`config.mk`:
```
export PLATFORM = sky130hd
export DESIGN_NAME = hazard_stall_unit
export DESIGN_NICKNAME = d
export VERILOG_FILES = /design/src/rtl/hazard_stall_unit_pkg.sv /design/src/rtl/hazard_stall_unit_decode.sv /design/src/rtl/hazard_stall_unit.sv
export SDC_FILE = /design/constraint.sdc
export NUM_CORES = 1
export LEC_CHECK = 0
export CAP_MARGIN = 20
export CORE_AREA = 2 2 79 81
export DETAILED_ROUTE_END_ITERATION = 10
export DIE_AREA = 0 0 81 83
export SETUP_SLACK_MARGIN = 0.1
export SYNTH_ARGS = -nofsm -noshare
export SYNTH_HDL_FRONTEND = slang
export SYNTH_SLANG_ARGS = --single-unit
```
`constraint.sdc`:
```
create_clock -name clk -period 7.3 [get_ports clk]
set_input_delay 1.46 -clock clk [delete_from_list [all_inputs] [get_ports clk]]
set_output_delay 1.46 -clock clk [all_outputs]
set_load 0.01 [all_outputs]
```
`src/rtl/hazard_stall_unit_pkg.sv`:
```
`default_nettype none
// ============================================================================
//  Module      : mips_defs (package)
//  Description : Opcode/funct encodings, instruction field positions and
//                shared constants for the hazard/stall producer logic.
//  Revision    : 1.0 - initial release
// ============================================================================
package mips_defs;

  // Default width of Tnew/Tuse timing fields
  localparam int TW_DEFAULT = 2;

  // Instruction field bit positions
  localparam int OP_HI    = 31;
  localparam int OP_LO    = 26;
  localparam int RS_HI    = 25;
  localparam int RS_LO    = 21;
  localparam int RT_HI    = 20;
  localparam int RT_LO    = 16;
  localparam int RD_HI    = 15;
  localparam int RD_LO    = 11;
  localparam int SHAMT_HI = 10;
  localparam int SHAMT_LO = 6;
  localparam int FN_HI    = 5;
  localparam int FN_LO    = 0;

  // Primary opcodes
  localparam logic [5:0] OP_RTYPE = 6'h00;
  localparam logic [5:0] OP_J     = 6'h02;
  localparam logic [5:0] OP_JAL   = 6'h03;
  localparam logic [5:0] OP_BEQ   = 6'h04;
  localparam logic [5:0] OP_ORI   = 6'h0D;
  localparam logic [5:0] OP_LUI   = 6'h0F;
  localparam logic [5:0] OP_LW    = 6'h23;
  localparam logic [5:0] OP_SW    = 6'h2B;

  // R-type function codes
  localparam logic [5:0] FN_JR    = 6'h08;
  localparam logic [5:0] FN_MFHI  = 6'h10;
  localparam logic [5:0] FN_MTHI  = 6'h11;
  localparam logic [5:0] FN_MFLO  = 6'h12;
  localparam logic [5:0] FN_MTLO  = 6'h13;
  localparam logic [5:0] FN_MULT  = 6'h18;
  localparam logic [5:0] FN_MULTU = 6'h19;
  localparam logic [5:0] FN_DIV   = 6'h1A;
  localparam logic [5:0] FN_DIVU  = 6'h1B;
  localparam logic [5:0] FN_ADDU  = 6'h21;
  localparam logic [5:0] FN_SUBU  = 6'h23;

  // Architectural registers with special meaning
  localparam logic [4:0] REG_ZERO = 5'd0;
  localparam logic [4:0] REG_RA   = 5'd31;

  // A bubble writes nothing: destination is $0 with write enable low
  localparam logic [4:0] BUBBLE_A3  = REG_ZERO;
  localparam logic       BUBBLE_RWE = 1'b0;

  // True for every R-type funct that touches HI/LO or the mult/div unit
  function automatic logic is_md_funct(input logic [5:0] fn);
    return (fn == FN_MFHI) || (fn == FN_MTHI) || (fn == FN_MFLO) ||
           (fn == FN_MTLO) || (fn == FN_MULT) || (fn == FN_MULTU) ||
           (fn == FN_DIV)  || (fn == FN_DIVU);
  endfunction

endpackage
`default_nettype wire

```
`src/rtl/hazard_stall_unit_decode.sv`:
```
`default_nettype none
// ============================================================================
//  Module      : hazard_decode
//  Description : Combinational producer/consumer decode of one instruction:
//                destination, write enable, result time (Tnew) and operand
//                need times (Tuse), plus mult/div classification.
//  Revision    : 1.0 - initial release
// ============================================================================
module hazard_decode
  import mips_defs::*;
#(
  parameter int TW = TW_DEFAULT
) (
  input  logic [31:0]   ir,
  output logic [4:0]    a3,
  output logic          rwe,
  output logic [TW-1:0] tnew,
  output logic [TW-1:0] tuse_rs,
  output logic [TW-1:0] tuse_rt,
  output logic          use_rs,
  output logic          use_rt,
  output logic          md_class,
  output logic          md_op,
  output logic          is_div
);

  logic [5:0] op;
  logic [5:0] fn;
  logic [4:0] rt;
  logic [4:0] rd;
  logic       writes;
  logic [4:0] dst;
  logic       unused_shamt;

  assign op           = ir[OP_HI:OP_LO];
  assign fn           = ir[FN_HI:FN_LO];
  assign rt           = ir[RT_HI:RT_LO];
  assign rd           = ir[RD_HI:RD_LO];
  assign unused_shamt = ^ir[SHAMT_HI:SHAMT_LO];

  // Per-opcode decode table; unlisted encodings read and write nothing
  always_comb begin
    writes   = 1'b0;
    dst      = REG_ZERO;
    tnew     = '0;
    tuse_rs  = '1;
    tuse_rt  = '1;
    use_rs   = 1'b0;
    use_rt   = 1'b0;
    md_class = 1'b0;
    md_op    = 1'b0;
    is_div   = 1'b0;
    case (op)
      OP_RTYPE: begin
        md_class = is_md_funct(fn);
        case (fn)
          FN_ADDU, FN_SUBU: begin
            writes  = 1'b1;
            dst     = rd;
            tnew    = TW'(1);
            use_rs  = 1'b1;
            tuse_rs = TW'(1);
            use_rt  = 1'b1;
            tuse_rt = TW'(1);
          end
          FN_JR: begin
            use_rs  = 1'b1;
            tuse_rs = TW'(0);
          end
          FN_MULT, FN_MULTU, FN_DIV, FN_DIVU: begin
            md_op   = 1'b1;
            is_div  = (fn == FN_DIV) || (fn == FN_DIVU);
            use_rs  = 1'b1;
            tuse_rs = TW'(1);
            use_rt  = 1'b1;
            tuse_rt = TW'(1);
          end
          FN_MTHI, FN_MTLO: begin
            use_rs  = 1'b1;
            tuse_rs = TW'(1);
          end
          FN_MFHI, FN_MFLO: begin
            writes = 1'b1;
            dst    = rd;
            tnew   = TW'(1);
          end
          default: ;
        endcase
      end
      OP_ORI: begin
        writes  = 1'b1;
        dst     = rt;
        tnew    = TW'(1);
        use_rs  = 1'b1;
        tuse_rs = TW'(1);
      end
      OP_LUI: begin
        writes = 1'b1;
        dst    = rt;
        tnew   = TW'(1);
      end
      OP_LW: begin
        writes  = 1'b1;
        dst     = rt;
        tnew    = TW'(2);
        use_rs  = 1'b1;
        tuse_rs = TW'(1);
      end
      OP_SW: begin
        use_rs  = 1'b1;
        tuse_rs = TW'(1);
        use_rt  = 1'b1;
        tuse_rt = TW'(2);
      end
      OP_BEQ: begin
        use_rs  = 1'b1;
        tuse_rs = TW'(0);
        use_rt  = 1'b1;
        tuse_rt = TW'(0);
      end
      OP_JAL: begin
        writes = 1'b1;
        dst    = REG_RA;
        tnew   = TW'(0);
      end
      default: ;
    endcase
  end

  // A write to $0 is architecturally discarded, so it never produces a hazard
  assign a3  = dst;
  assign rwe = writes && (dst != REG_ZERO);

endmodule
`default_nettype wire

```
`src/rtl/hazard_stall_unit.sv`:
```
`default_nettype none
// ============================================================================
//  Module      : hazard_stall_unit
//  Description : Producer side of the bypass network. Tracks A3/RWE/Tnew
//                through E/M/W, raises data and mult/div stalls for the
//                D-stage instruction and owns the mult/div busy counter.
//  Revision    : 1.0 - initial release
// ============================================================================
module hazard_stall_unit
  import mips_defs::*;
#(
  parameter int MULT_CYCLES = 5,
  parameter int DIV_CYCLES  = 10,
  parameter int TW          = TW_DEFAULT
) (
  input  logic          clk,
  input  logic          reset_n,
  input  logic [31:0]   IR_D,
  output logic          stall,
  output logic [4:0]    A3_E,
  output logic [4:0]    A3_M,
  output logic [4:0]    A3_W,
  output logic          RWE_E,
  output logic          RWE_M,
  output logic          RWE_W,
  output logic [TW-1:0] Tnew_E,
  output logic [TW-1:0] Tnew_M,
  output logic          md_busy
);

  // Counter must hold the longer of the two busy periods
  localparam int MAX_CYCLES = (DIV_CYCLES > MULT_CYCLES) ? DIV_CYCLES : MULT_CYCLES;
  localparam int CW         = $clog2(MAX_CYCLES + 1);

  logic [4:0]    d_a3;
  logic          d_rwe;
  logic [TW-1:0] d_tnew;
  logic [TW-1:0] d_tuse_rs;
  logic [TW-1:0] d_tuse_rt;
  logic          d_use_rs;
  logic          d_use_rt;
  logic          d_md_class;
  logic          d_md_op;
  logic          d_is_div;
  logic [4:0]    d_rs;
  logic [4:0]    d_rt;

  logic          md_op_e;
  logic          is_div_e;
  logic [CW-1:0] md_count;

  logic          stall_data;
  logic          stall_md;

  hazard_decode #(
    .TW (TW)
  ) u_decode (
    .ir       (IR_D),
    .a3       (d_a3),
    .rwe      (d_rwe),
    .tnew     (d_tnew),
    .tuse_rs  (d_tuse_rs),
    .tuse_rt  (d_tuse_rt),
    .use_rs   (d_use_rs),
    .use_rt   (d_use_rt),
    .md_class (d_md_class),
    .md_op    (d_md_op),
    .is_div   (d_is_div)
  );

  assign d_rs = IR_D[RS_HI:RS_LO];
  assign d_rt = IR_D[RT_HI:RT_LO];

  // Data stall: an operand is needed before the in-flight producer can bypass it
  always_comb begin
    stall_data = 1'b0;
    if (d_use_rs && (d_rs != REG_ZERO)) begin
      if (RWE_E && (A3_E == d_rs) && (d_tuse_rs < Tnew_E)) stall_data = 1'b1;
      if (RWE_M && (A3_M == d_rs) && (d_tuse_rs < Tnew_M)) stall_data = 1'b1;
    end
    if (d_use_rt && (d_rt != REG_ZERO)) begin
      if (RWE_E && (A3_E == d_rt) && (d_tuse_rt < Tnew_E)) stall_data = 1'b1;
      if (RWE_M && (A3_M == d_rt) && (d_tuse_rt < Tnew_M)) stall_data = 1'b1;
    end
  end

  // HI/LO-class ops wait while a mult/div is in E or still counting down
  assign stall_md = d_md_class && (md_op_e || md_busy);
  assign stall    = stall_data || stall_md;
  assign md_busy  = (md_count != '0);

  // E stage: capture the D decode, or a bubble when D is held
  always_ff @(posedge clk or negedge reset_n) begin
    if (!reset_n) begin
      A3_E     <= BUBBLE_A3;
      RWE_E    <= BUBBLE_RWE;
      Tnew_E   <= '0;
      md_op_e  <= 1'b0;
      is_div_e <= 1'b0;
    end else if (stall) begin
      A3_E     <= BUBBLE_A3;
      RWE_E    <= BUBBLE_RWE;
      Tnew_E   <= '0;
      md_op_e  <= 1'b0;
      is_div_e <= 1'b0;
    end else begin
      A3_E     <= d_a3;
      RWE_E    <= d_rwe;
      Tnew_E   <= d_tnew;
      md_op_e  <= d_md_op;
      is_div_e <= d_is_div;
    end
  end

  // M and W stages: shift forward, Tnew saturating at zero as it advances
  always_ff @(posedge clk or negedge reset_n) begin
    if (!reset_n) begin
      A3_M   <= BUBBLE_A3;
      RWE_M  <= BUBBLE_RWE;
      Tnew_M <= '0;
      A3_W   <= BUBBLE_A3;
      RWE_W  <= BUBBLE_RWE;
    end else begin
      A3_M   <= A3_E;
      RWE_M  <= RWE_E;
      Tnew_M <= (Tnew_E == '0) ? '0 : (Tnew_E - TW'(1));
      A3_W   <= A3_M;
      RWE_W  <= RWE_M;
    end
  end

  // Busy counter: a new mult/div leaving E reloads, otherwise count down
  always_ff @(posedge clk or negedge reset_n) begin
    if (!reset_n) begin
      md_count <= '0;
    end else if (md_op_e) begin
      md_count <= is_div_e ? CW'(DIV_CYCLES) : CW'(MULT_CYCLES);
    end else if (md_count != '0) begin
      md_count <= md_count - CW'(1);
    end
  end

endmodule
`default_nettype wire

```
-- Yosys cells after proc, flatten, opt, wreduce, memory -nomap -nowiden
Index checks and enable logic that the tools add are counted.
- $add $sub $neg: 2
- mux-type cells: 34
- reduce and logical (&&, ||, !) cells: 40
- equal/unequal tests: 21
- order comparisons: 4
- operator list (kind ; number):
    $eq 6x5->1 const B ; 8
    $eq 6x6->1 const B ; 4
    $eq 5x5->1 ; 4
    $eq 6x4->1 const B ; 3
    $mux 1 ; 18
    $pmux 2 s3 ; 3
    $reduce_or 4->1 ; 4
    $pmux 5 s3 ; 1
    $reduce_bool 5->1 ; 3
    $logic_and 1x1->1 ; 12
    $mux 4 ; 3
    $logic_or 1x1->1 ; 10
    $mux 5 ; 2
    $reduce_or 9->1 ; 1
    $lt 2x2->1 ; 4
    $reduce_or 8->1 ; 1
    $eq 6x2->1 const B ; 1
    $eq 6x3->1 const B ; 1
    $logic_not 6->1 ; 1
    $mux 2 ; 3
    $pmux 1 s2 ; 3
    $reduce_or 3->1 ; 2
    $reduce_or 6->1 ; 1
    $pmux 2 s2 ; 1
    6 further kinds ; 7
- logic and storage cells: 112
- output and inout bits: 24
- flip-flop bits (word level): 28

-- Longest topological paths before layout
Gate-level depths: netlist of run 1.
- word-level depth: 14
- gate-level depth with buffers: 11
- gate-level depth less buffers: 11

-- Cells and area by module
A second synthesis of run 1 with hierarchy kept.
- cells, all modules: 165
- area total of the unflattened synthesis: 1813.0 µm²
- by module, submodules not included (module ; times used ; cells each ; area an instance (µm²)):
    hazard_stall_unit ; 1 ; 114 ; 1396.3
    hazard_decode ; 1 ; 51 ; 416.6

-- Worst setup path before layout of run 1
No wires, ideal clock.
- kind: input to output
- start point: input IR_D[28]
- end point: output stall
- data arrival time: 3.316 ns
- data required time: 5.840 ns
- slack: 2.524 ns
- cell stages on the path: 10
- path through: nor4_2 nand3b_1 a21oi_2 nor2_1 ha_1 nor2b_1 nand4_1 or3_1 a31o_1 nand3_1
- longest elaborated chain between the ends: 12
- elaborated cells between the ends (all ways): 31
- those cells by class: order compare (4); eq/ne (4); mux (11); reduce/logical (12)
- RTL lines (element ; line ; RTL):
    start, declared ; hazard_stall_unit.sv:18 ; input logic [31:0] IR_D,
    $eq 6x6->1 / $eq 6x4->1 (equally long branches) ; hazard_stall_unit_decode.sv:53 ; case (op)
    $reduce_or 3->1 (no line) ; n/a ;
    $pmux 2 s3 ; hazard_stall_unit_decode.sv:53 ;
    $lt 2x2->1 ; hazard_stall_unit.sv:78 ; if (RWE_E && (A3_E == d_rs) && (d_tuse_rs < Tnew_E)) stall_data = 1'b1;
    $logic_and 1x1->1 ; hazard_stall_unit.sv:78 ;
    $mux 1 ; hazard_stall_unit.sv:78 ;
    $mux 1 ; hazard_stall_unit.sv:79 ; if (RWE_M && (A3_M == d_rs) && (d_tuse_rs < Tnew_M)) stall_data = 1'b1;
    $mux 1 ; hazard_stall_unit.sv:77 ; if (d_use_rs && (d_rs != REG_ZERO)) begin
    $mux 1 ; hazard_stall_unit.sv:82 ; if (RWE_E && (A3_E == d_rt) && (d_tuse_rt < Tnew_E)) stall_data = 1'b1;
    $mux 1 ; hazard_stall_unit.sv:83 ; if (RWE_M && (A3_M == d_rt) && (d_tuse_rt < Tnew_M)) stall_data = 1'b1;
    $mux 1 ; hazard_stall_unit.sv:81 ; if (d_use_rt && (d_rt != REG_ZERO)) begin
    $logic_or 1x1->1 * ; hazard_stall_unit.sv:89 ; assign stall = stall_data || stall_md;
    end, declared ; hazard_stall_unit.sv:19 ; output logic stall,
Mark *: on every way between the ends. The rest lies on a longest branch, timed or not.

-- Worst setup path in the final report of run 1
- start point: input IR_D[30]
- end point: output stall
Same word-level chain as after synthesis.

==> results.toml, run 1 <==
[clock_network]
ctsHoldBuffers = 0
clockBufferDepth = 2
cts_sinks = 28
path_clk_slew_ps = 90
tritoncts = "yes"
cts_buffers = 3
htreeDepth = 1
cts_resized = 0
clk_latency_ps = 280
postCtsSetupBuffers = 0
ctsRootBufferMaster = "clkbuf_8"

[global_routing]
gr-total-overflow = 0
busiest_layer = "met2"
met1_usage_pct = 16.7
met2_usage_pct = 20.7
grt_max_degree = 29
grt_pass1_vias = 1419
grt_pass1_wl_um = 6710
use_met3_pct = 1.96
antenna_found_initial = 0
gr-usage-all-layers_pct = 12.6

[synthesis]
synth-edff-count = 0
synth.distinct_cells = 42
yosysMostFrequentCell = "dfrtp_1"
syn-num-nets = 211
ys_seq_elements = 28
yosysWarnings = 0
synth.top_cell.area_share_pct = 41.5
synth_commonest_cells = "28 x dfrtp_1, 21 x xnor2_1, 13 x nor2_1, 12 x nor3_1, 10 x nand2_1"
synth_flop_cell = "dfrtp_1"
syn_inst = 171
ys_seq_area_share_pct = 41.5
netlist_area_um2 = 1690
synth_area_leaders = "dfrtp_1 41%, xnor2_1 11%, ha_1 4.4%"
avgSynthCellArea_um2 = 9.88
async_reset_ff_share_pct = 100
synth_top_area_cell = "dfrtp_1"

[outcome]
status = "finished, final reports clean"

[setup_path]
timing.rr.start = "Tnew_E[1]"
path_cells = "clkdlybuf4s50_1 > nor4_2 > nand3b_1 > a21oi_2 > nor2_1 > ha_1 > nor2b_1 > nand4_1 > or3_1 > a31o_1 > nand3_1 > clkdlybuf4s50_1"
end_kind = "output port"
cp_num_buf_inv = 2
cp_max_fo = 7
cp_slowest_cell = "clkdlybuf4s50_1"
crit_path_frequent_cell = "clkdlybuf4s50_1"
r2r_end = "Tnew_E[0]"
worstPathArrival_ps = 4640
ff2ff_setup_slack_ps = 5380
worstSetupStartpointType = "input pin"
path_class = "in -> out"
crit_start = "IR_D[30]"
crit_path_max_incr_delay_ps = 550
rr_worst_depth = 7
crit_required_ps = 5840
endpoint = "stall"
cp.depth = 12
crit_family = "simple AND/OR/NAND/NOR gates"

[route]
via_per_inst = 4.77
first_iter_violations = 73
first_pass_iters = 5
drc = 0
vias = 1435
routed_wl_um = 4030
ant_nets = 0
post_drt_wl_per_cell_um = 13.4

[job]
cap_violations = 0

[finish]
register_area_um2 = 701
fillers = 609
multi_input_area_um2 = 946
drive_gt1_share_pct = 6.64
antenna_cells = 0
finalNetCount = 267
area_delta_synth_final_pct = 40.5

[pwr]
swShare_pct = 26.9
switching_power_uw = 111
p_leak_uw = 0.000877
p_clk_share_pct = 29.9
p_per_area_nw_per_um2 = 173
p_int_uw = 301
power_uw = 411
max-vdd-ir-drop_mv = 0.0658
pwr-share-seq_pct = 43.9
combinationalPowerShare_pct = 26.2

[sta]
min_period_ps = 6100
setup_viol = 0
timing.slew.headroom_pct = 69.8
worst_pin_slew_ps = 447
finalSetupTns_ps = 0
rsz0062_at_grt = "no"
hold_violations = 0
drv_slew = 0
finClkSkew_ps = 5.23
clock.fmax_mhz = 164
fin_crit_sh_pct = 83.6

[floorplan]
fp.dieW_um = 81
num_rows = 28
die_area_um2 = 6720
start_util_pct = 29.0
io_pins = 58
coreArea_um2 = 5820
die_h_um = 83

[place]
place_congestion = 0.806
port_buffers = 52
hpwl_um = 3370

[worst_hold_path]
hp-class = "reg -> reg"
## power groups by stage
stage / Sequential, uW / Clock (uW) / Combinational, uW
floorplan: 183 / 0 / 63.9
CTS: 181 / 125 / 109
finish: 181 / 123 / 108
global placement: 184 / 0 / 107
global route: 183 / 132 / 124
detailed placement: 184 / 0 / 108
## worst min-delay path by stage
stage	from	end	slack [ps]	cells past startpoint
detailed placement	RWE_M	RWE_W	410	0
floorplan	RWE_E	RWE_M	440	0
global route	RWE_M	RWE_W	450	0
CTS	RWE_M	RWE_W	430	0
finish	RWE_M	RWE_W	430	0
global placement	RWE_M	RWE_W	410	0
## routing by layer
metal,wire (um),up-vias
met4,52,0
met3,204,4
li1,-,731
met2,1910,46
met5,0,-
met1,1860,654
## metrics by stage
step | setup WS (ps) | utilization [%] | instance area [um^2] | hold slack [ps] | cells
2_1_floorplan | 2520 | - | 1690 | 440 | 171
3_3_place_gp | 1200 | 39.6 | 2300 | 411 | 297
3_5_place_dp | 1240 | 39.6 | 2300 | 408 | 297
4_1_cts | 1210 | 40.8 | 2370 | 430 | 301
5_1_grt | 947 | 40.8 | 2370 | 452 | 301
6_report | 1200 | 40.8 | 2370 | 430 | 301
## area by class of cell
| class | instances | area share (%) |
|---|---|---|
| Inverter | 9 | 1.42 |
| Multi-Input combinational cell | 132 | 39.9 |
| Clock buffer | 3 | 1.74 |
| Timing Repair Buffer | 53 | 22.2 |
| Tap cell | 75 | 3.95 |
| Clock inverter | 1 | 1.27 |
| Sequential cell | 28 | 29.5 |
## kinds of logic (layout without fill, tap and decap cells)
family,count (synthesis),after routing,share of synthesized area [%]
DFF,28,28,41.5
adders and majority gates,6,6,4.44
and+or+nand+nor,69,69,23.8
AOI/OAI and AO/OA,34,34,15.9
xor gates and xnor gates,23,23,11.9
buffers and inverters,11,66,2.52
## sequential cells by signal (all words and copies together) (netlist names)
name	flops
RWE_M	1
A3_M	5
RWE_E	1
A3_E	5
is_div_e	1
Tnew_E	2
RWE_W	1
A3_W	5
md_op_e	1
Tnew_M	2
md_count	4
## worst reg2reg max path, stage by stage (launching register included)
cell and delay (ps):
dfrtp_1 370, inv_1 90, ha_1 200, nor2b_1 110, nand4_1 130, or3_1 440, a31oi_4 350, nor3_1 100
## layout by cell type, fill, tap and decap left out, drive strengths merged, types with 2 or more instances in the layout
cell type	count
dfrtp	28
a211oi	2
clkdlybuf4s50	52
a21oi	8
o21ai	9
nand3	2
nand2b	3
ha	6
clkbuf	3
xnor2	21
o22ai	2
inv	9
or4	3
a221o	5
or3	2
o31ai	2
nand2	10
nor3	12
nor4b	3
xor2	2
nand4	5
nor4bb	2
nand3b	3
nor2	14
nor2b	4
No activity file was read; power rests on OpenSTA's default activity.
==> run 2, diff against run 1 <==
==> constraint.sdc (replaced) <==
create_clock -name clk -period 5.2 [get_ports clk]
set_input_delay 1.04 -clock clk [delete_from_list [all_inputs] [get_ports clk]]
set_output_delay 1.04 -clock clk [all_outputs]
set_load 0.01 [all_outputs]
==> results.toml, run 2 (synthesis results as in run 1) <==
[global_routing]
gr-total-overflow = 0
grt_max_degree = 29
grt_pass1_vias = 1480
gr-usage-all-layers_pct = 13.5
antenna_found_initial = 0
grt_pass1_wl_um = 7290

[setup_path]
worstPathArrival_ps = 3650
path_cells = "clkdlybuf4s50_1 > nor4_4 > nand3b_1 > a21oi_2 > nor2_1 > ha_1 > nor2b_1 > nand4_1 > or3_1 > a31o_1 > nand3_1 > dlymetal6s2s_1"
path_class = "in -> out"
crit_start = "IR_D[29]"
crit_required_ps = 4160
cp_max_fo = 3
crit_family = "simple AND/OR/NAND/NOR gates"
timing.rr.start = "Tnew_E[1]"
cp_slowest_cell = "clkdlybuf4s50_1"
end_kind = "output port"
crit_path_max_incr_delay_ps = 490
ff2ff_setup_slack_ps = 3200
cp_num_buf_inv = 2
worstSetupStartpointType = "input pin"
cp.depth = 12
rr_worst_depth = 8

[clock_network]
path_clk_slew_ps = 90
clockBufferDepth = 2
cts_buffers = 3
ctsHoldBuffers = 0
ctsRootBufferMaster = "clkbuf_8"
clk_latency_ps = 270
htreeDepth = 1
tritoncts = "yes"
cts_sinks = 28

[pwr]
p_leak_uw = 0.000974
p_per_area_nw_per_um2 = 231
swShare_pct = 26.6
combinationalPowerShare_pct = 26.9
max-vdd-ir-drop_mv = 0.0885
switching_power_uw = 154
pwr-share-seq_pct = 43.9
p_int_uw = 425
p_clk_share_pct = 29.2

[finish]
fin_util_pct = 43.0
antenna_cells = 0
drive_gt1_share_pct = 12.6
finalNetCount = 279
final_common_cell = "clkdlybuf4s50_1"
top_regs = "A3_E: 5 flops, A3_M: 5 flops, A3_W: 5 flops"
area_delta_synth_final_pct = 48.1
layout_common_cells = "49 x clkdlybuf4s50_1, 28 x dfrtp_1, 21 x xnor2_1"

[sta]
fin_crit_sh_pct = 90.2
finClkSkew_ps = 6.22
clock.fmax_mhz = 213
worst_pin_slew_ps = 407
timing.slew.headroom_pct = 72.9
rsz0062_at_grt = "no"
drv_slew = 0
hold_violations = 0
min_period_ps = 4690
setup_viol = 0
finalSetupTns_ps = 0

[route]
drc = 0
ant_nets = 0
vias = 1519
routed_wl_um = 4230
via_per_inst = 4.85
first_iter_violations = 77
first_pass_iters = 4
post_drt_wl_per_cell_um = 13.5

[place]
port_buffers = 52
place_congestion = 0.837
hpwl_um = 3480

[job]
cap_violations = 0

[outcome]
status = "finished, final reports clean"

[worst_hold_path]
hp-class = "reg -> reg"
hold_depth = 0
hold_path.startpoint = "RWE_M"

[floorplan]
io_pins = 58
coreArea_um2 = 5820
start_util_pct = 29.0
num_rows = 28
die_area_um2 = 6720
die_h_um = 83
fp.dieW_um = 81
[run 2: cell types whose count changed in the layout (fill, tap and decap cells not counted), sizes merged]
| cell | delta |
|---|---|
| buf | +12 |
| dlymetal6s2s | +2 |
| dlygate4sd2 | +1 |
| clkdlybuf4s50 | -3 |
[run 2: worst paths after layout]
check	endpoint
worst max-delay path	stall
worst min-delay path	RWE_W
worst max register to register	Tnew_E[0]
worst min register to register	RWE_W
max in group asynchronous	RWE_W
min in group asynchronous	md_count[3]
[run 2: final cells by class]
| cell class | instances | area (um^2) |
|---|---|---|
| fill | 588 | 3310 |
| multi-input combinational | 132 | 981 |
| sequential | 28 | 701 |
| timing repair buffer | 65 | 622 |
| tap | 75 | 93.8 |
| clock buffer | 3 | 41.3 |
| inverter | 9 | 33.8 |
| clock inverter | 1 | 30.0 |
[run 2: what timing repair did]
| item | CTS | global route |
|---|---|---|
| resized for setup | 6 | 2 |
| cloned | 0 | 0 |
| pin swaps | 1 | 2 |
| buffers inserted | 1 | 1 |
| setup endpoints to repair | 1 | 1 |
[run 2: power by group through the flow]
stage | Clock [uW] | Combinational (uW) | Sequential (uW)
after detailed placement | 0 | 152 | 259
after floorplan | 0 | 89.7 | 257
after CTS | 172 | 156 | 254
after global routing | 180 | 176 | 257
final | 169 | 156 | 254
after global placement | 0 | 152 | 258
[run 2: through the flow]
stage	cells	hold WS [ps]	power, uW	cell area (um^2)	worst slack, ps
after floorplan	171	440	347	1690	1260
after global placement	307	414	410	2380	45.0
after detailed placement	307	415	411	2380	54.9
after CTS	312	436	582	2490	117
after global routing	313	459	614	2500	295
final	313	434	579	2500	508
[run 2: routing by layer]
metal  global-route usage (%)  share of wire (%)  routed length (um)
met4                     3.70                1.3                  53
met3                     1.52                4.8                 204
met2                     22.1                 48                2040
met5                        0                  0                   0
met1                     18.5                 46                1930
[run 2: worst reg2reg max path, delay by kind of cell (launching register included)]
| kind | cells | cell delay, ps |
|---|---|---|
| DFF | 1 | 360 |
| and+or+nand+nor | 4 | 740 |
| AOI/OAI and AO/OA | 1 | 310 |
| adders and majority gates | 1 | 210 |
| buffers and inverters | 2 | 250 |
==> patch (config.mk and constraints of run 2) <==
Reset style: synchronous (`reset_n`), changed in 3 clocked blocks.
--- a/src/rtl/hazard_stall_unit.sv
+++ b/src/rtl/hazard_stall_unit.sv
@@ -90,7 +90,7 @@
   assign md_busy  = (md_count != '0);
 
   // E stage: capture the D decode, or a bubble when D is held
-  always_ff @(posedge clk or negedge reset_n) begin
+  always_ff @(posedge clk) begin
     if (!reset_n) begin
       A3_E     <= BUBBLE_A3;
       RWE_E    <= BUBBLE_RWE;
@@ -113,7 +113,7 @@
   end
 
   // M and W stages: shift forward, Tnew saturating at zero as it advances
-  always_ff @(posedge clk or negedge reset_n) begin
+  always_ff @(posedge clk) begin
     if (!reset_n) begin
       A3_M   <= BUBBLE_A3;
       RWE_M  <= BUBBLE_RWE;
@@ -130,7 +130,7 @@
   end
 
   // Busy counter: a new mult/div leaving E reloads, otherwise count down
-  always_ff @(posedge clk or negedge reset_n) begin
+  always_ff @(posedge clk) begin
     if (!reset_n) begin
       md_count <= '0;
     end else if (md_op_e) begin
Behaviour: differs if reset_n is asserted again (counterexample within 4 cycles, from zero or initial values and one cycle with reset_n low); with reset_n held inactive, the same outputs for 10 cycles.
==> patch against run 2 <==
Routed wire length rose by 4.1%; synthesized area increased by 1.6%; cell area grew 1.8%; worst setup slack lost 0.25 ns; via count grew 7.5%; total power down 5.3%; sequential cell count stayed put.
==> patch: results (changes against run 2) <==
- H-tree levels: 1 (unchanged)
- Clock slew at reported path FFs: 0.10 ns
- Top Registers: A3_E x5, A3_M x5, A3_W x5
- Largest net degree at the start of global routing: 21 (-28%)
- Antenna diodes: 0 (unchanged)
- Worst reg2reg path depth: 8 (unchanged)
- Critical register-to-register path endpoint: A3_E[1]
- PortBufs: 52 (unchanged)
- Vias/cell: 4.86 (+0.15%)
- Ranking of synthesized cells by area: dfxtp_1 (33%), xnor2_1 (6.6%), xor2_1 (5.6%)
- Global-route wire length before repair: 7300 um (about the same)
- Total track usage: 13.3% (-0.11 points)
- Reg2reg start: A3_E[3]
- Highest fanout seen on the critical path: 3 (unchanged)
- Hold path cells: 1 (+1)
- GP Congestion: 0.798 (-4.7%)
- Clk_skew: 0.00537 ns (-0.000845 ns)
- Status: finished clean
- Ys flop type: dfxtp_1
- GR Util met3: 1.30% (-0.22 points)
- Post-synth cell types: 47 (+12%)
- Met2 GRT Util: 21.7% (-0.38 points)
- Routed wire length: 4400 um (+4.1%)
- Yosys warnings: 0 (unchanged)
- Initial antenna violation count: 0 (unchanged)
- Top post-synthesis cells by count: dfxtp_1 (28), and2_1 (14), nor2_1 (14), xnor2_1 (13), nor4_1 (12)
- Clk_lat worst skew: 0.27 ns (about the same)
- Post-synth net total: 232 (+10%)
- CTS max path bufs: 2 (unchanged)
- HP Start: Tnew_E[0]
- Drt first-iter violations: 85 (+10%)
- CTS root buffer: clkbuf_8
- VDD IR-drop max: 97.2 uV (+9.7%)
- 1st-pass router iterations: 4 (unchanged)
- Vias in the first global route: 1545 (+4.4%)
- Sequential area share after synthesis: 32.7% (-8.8 points)
- Leakage: 0.904 nW (-7.2%)
- Fin nets: 303 (+8.6%)
- Post-DP HPWL: 3620 um (+3.9%)
- Ys async rst share: 0% (-100 points)
- Layout cells sized above 1: 15.7% (+3.1 points)
- Worst Hold End: Tnew_M[0]
- Number of buffers created by CTS: 3 (unchanged)
- Post-DP Area: 2440 um2 (+2.8%)
- Reg-to-reg slack, setup: 3.12 ns (-0.08 ns)
- # clock sinks: 28 (unchanged)
- Hold Crit Class: reg2reg
- Slew @ Worst Pin: 0.912 ns (+0.505 ns)
- Post-Synthesis Cells: 191 (+12%)
- M1 GR Usage: 18.6% (+0.029 points)
==> patch: changes by cell type after synthesis, sizes merged, moves of 7 or more <==
| cell | run 2 | this run |
|---|---|---|
| dfrtp | 28 | 0 |
| dfxtp | 0 | 28 |
| and2 | 1 | 14 |
| nor4 | 1 | 13 |
| xor2 | 2 | 11 |
| xnor2 | 21 | 13 |
| nor3 | 12 | 5 |
==> patch: logic make-up (layout without fill, tap and decap cells) <==
group                    count (synthesis)  after routing  synth area share (%)
AO/OA/AOI/OAI                           31             31                  15.1
buffers and inverters                   12             82                  2.70
adder cells (fa/ha/maj)                  7              7                  5.11
XOR/XNOR                                24             24                  12.3
flip-flops                              28             28                  32.7
AND/OR/NAND/NOR                         89             89                  32.2
==> patch: area by class of cell <==
type | instances | area, um2
fill | 581 | 3270
multi-input combinational | 151 | 1150
timing repair buffer | 71 | 659
sequential | 28 | 561
tap | 75 | 93.8
clock buffer | 4 | 55.1
inverter | 7 | 26.3
==> patch: worst max-delay path by stage <==
stage / end / cells past startpoint / slack, ns / start
finish: stall / 12 / 0.25 / IR_D[28]
global route: stall / 13 / 0.11 / IR_D[28]
CTS: stall / 13 / 0.12 / IR_D[28]
detailed placement: stall / 12 / -0.37 / IR_D[26]
global placement: stall / 12 / -0.32 / IR_D[26]
floorplan: stall / 10 / 0.68 / IR_D[26]
==> patch: through the flow <==
| stage | hold WS, ns | utilization, % | std cells | setup TNS [ns] | setup WS (ns) |
|---|---|---|---|---|---|
| 6_report | 0.494 | 43.8 | 336 | 0 | 0.255 |
| 5_1_grt | 0.508 | 43.8 | 336 | 0 | 0.107 |
| 4_1_cts | 0.501 | 43.5 | 335 | 0 | 0.121 |
| 3_5_place_dp | 0.477 | 42.0 | 331 | -0.367 | -0.367 |
| 3_3_place_gp | 0.473 | 42.0 | 331 | -0.323 | -0.323 |
| 2_1_floorplan | 0.465 | - | 191 | 0 | 0.683 |
==> patch: repair_timing <==
action,in CTS,in global routing
gates resized for setup,15,2
buffers inserted,0,1
endpoints found under the setup margin,1,1
pin swaps,7,5
==> patch: critical path: stages <==
cell	delay [ns]
clkdlybuf4s50_1	0.42
or4_4	0.48
or4_4	0.46
buf_6	0.16
o22ai_4	0.18
nand2_2	0.09
ha_1	0.27
o21ai_1	0.07
a22oi_2	0.26
o22ai_4	0.10
or2_1	0.24
buf_2	0.14
==> patch: routing by layer <==
layer  wire length (um)  vias up
met1               2100      747
met3                161        2
li1                   -      845
met2               2100       39
met5                  0        -
met4                 40        0
==> patch: where the power goes <==
| group | leakage (nW) | internal, W | switching, W |
|---|---|---|---|
| combinational | 0.648 | 0.0000942 | 0.0000810 |
| clock | 0.0288 | 0.0000678 | 0.0000679 |
| sequential | 0.227 | 0.000228 | 0.00000966 |
| total | 0.904 | 0.000390 | 0.000159 |
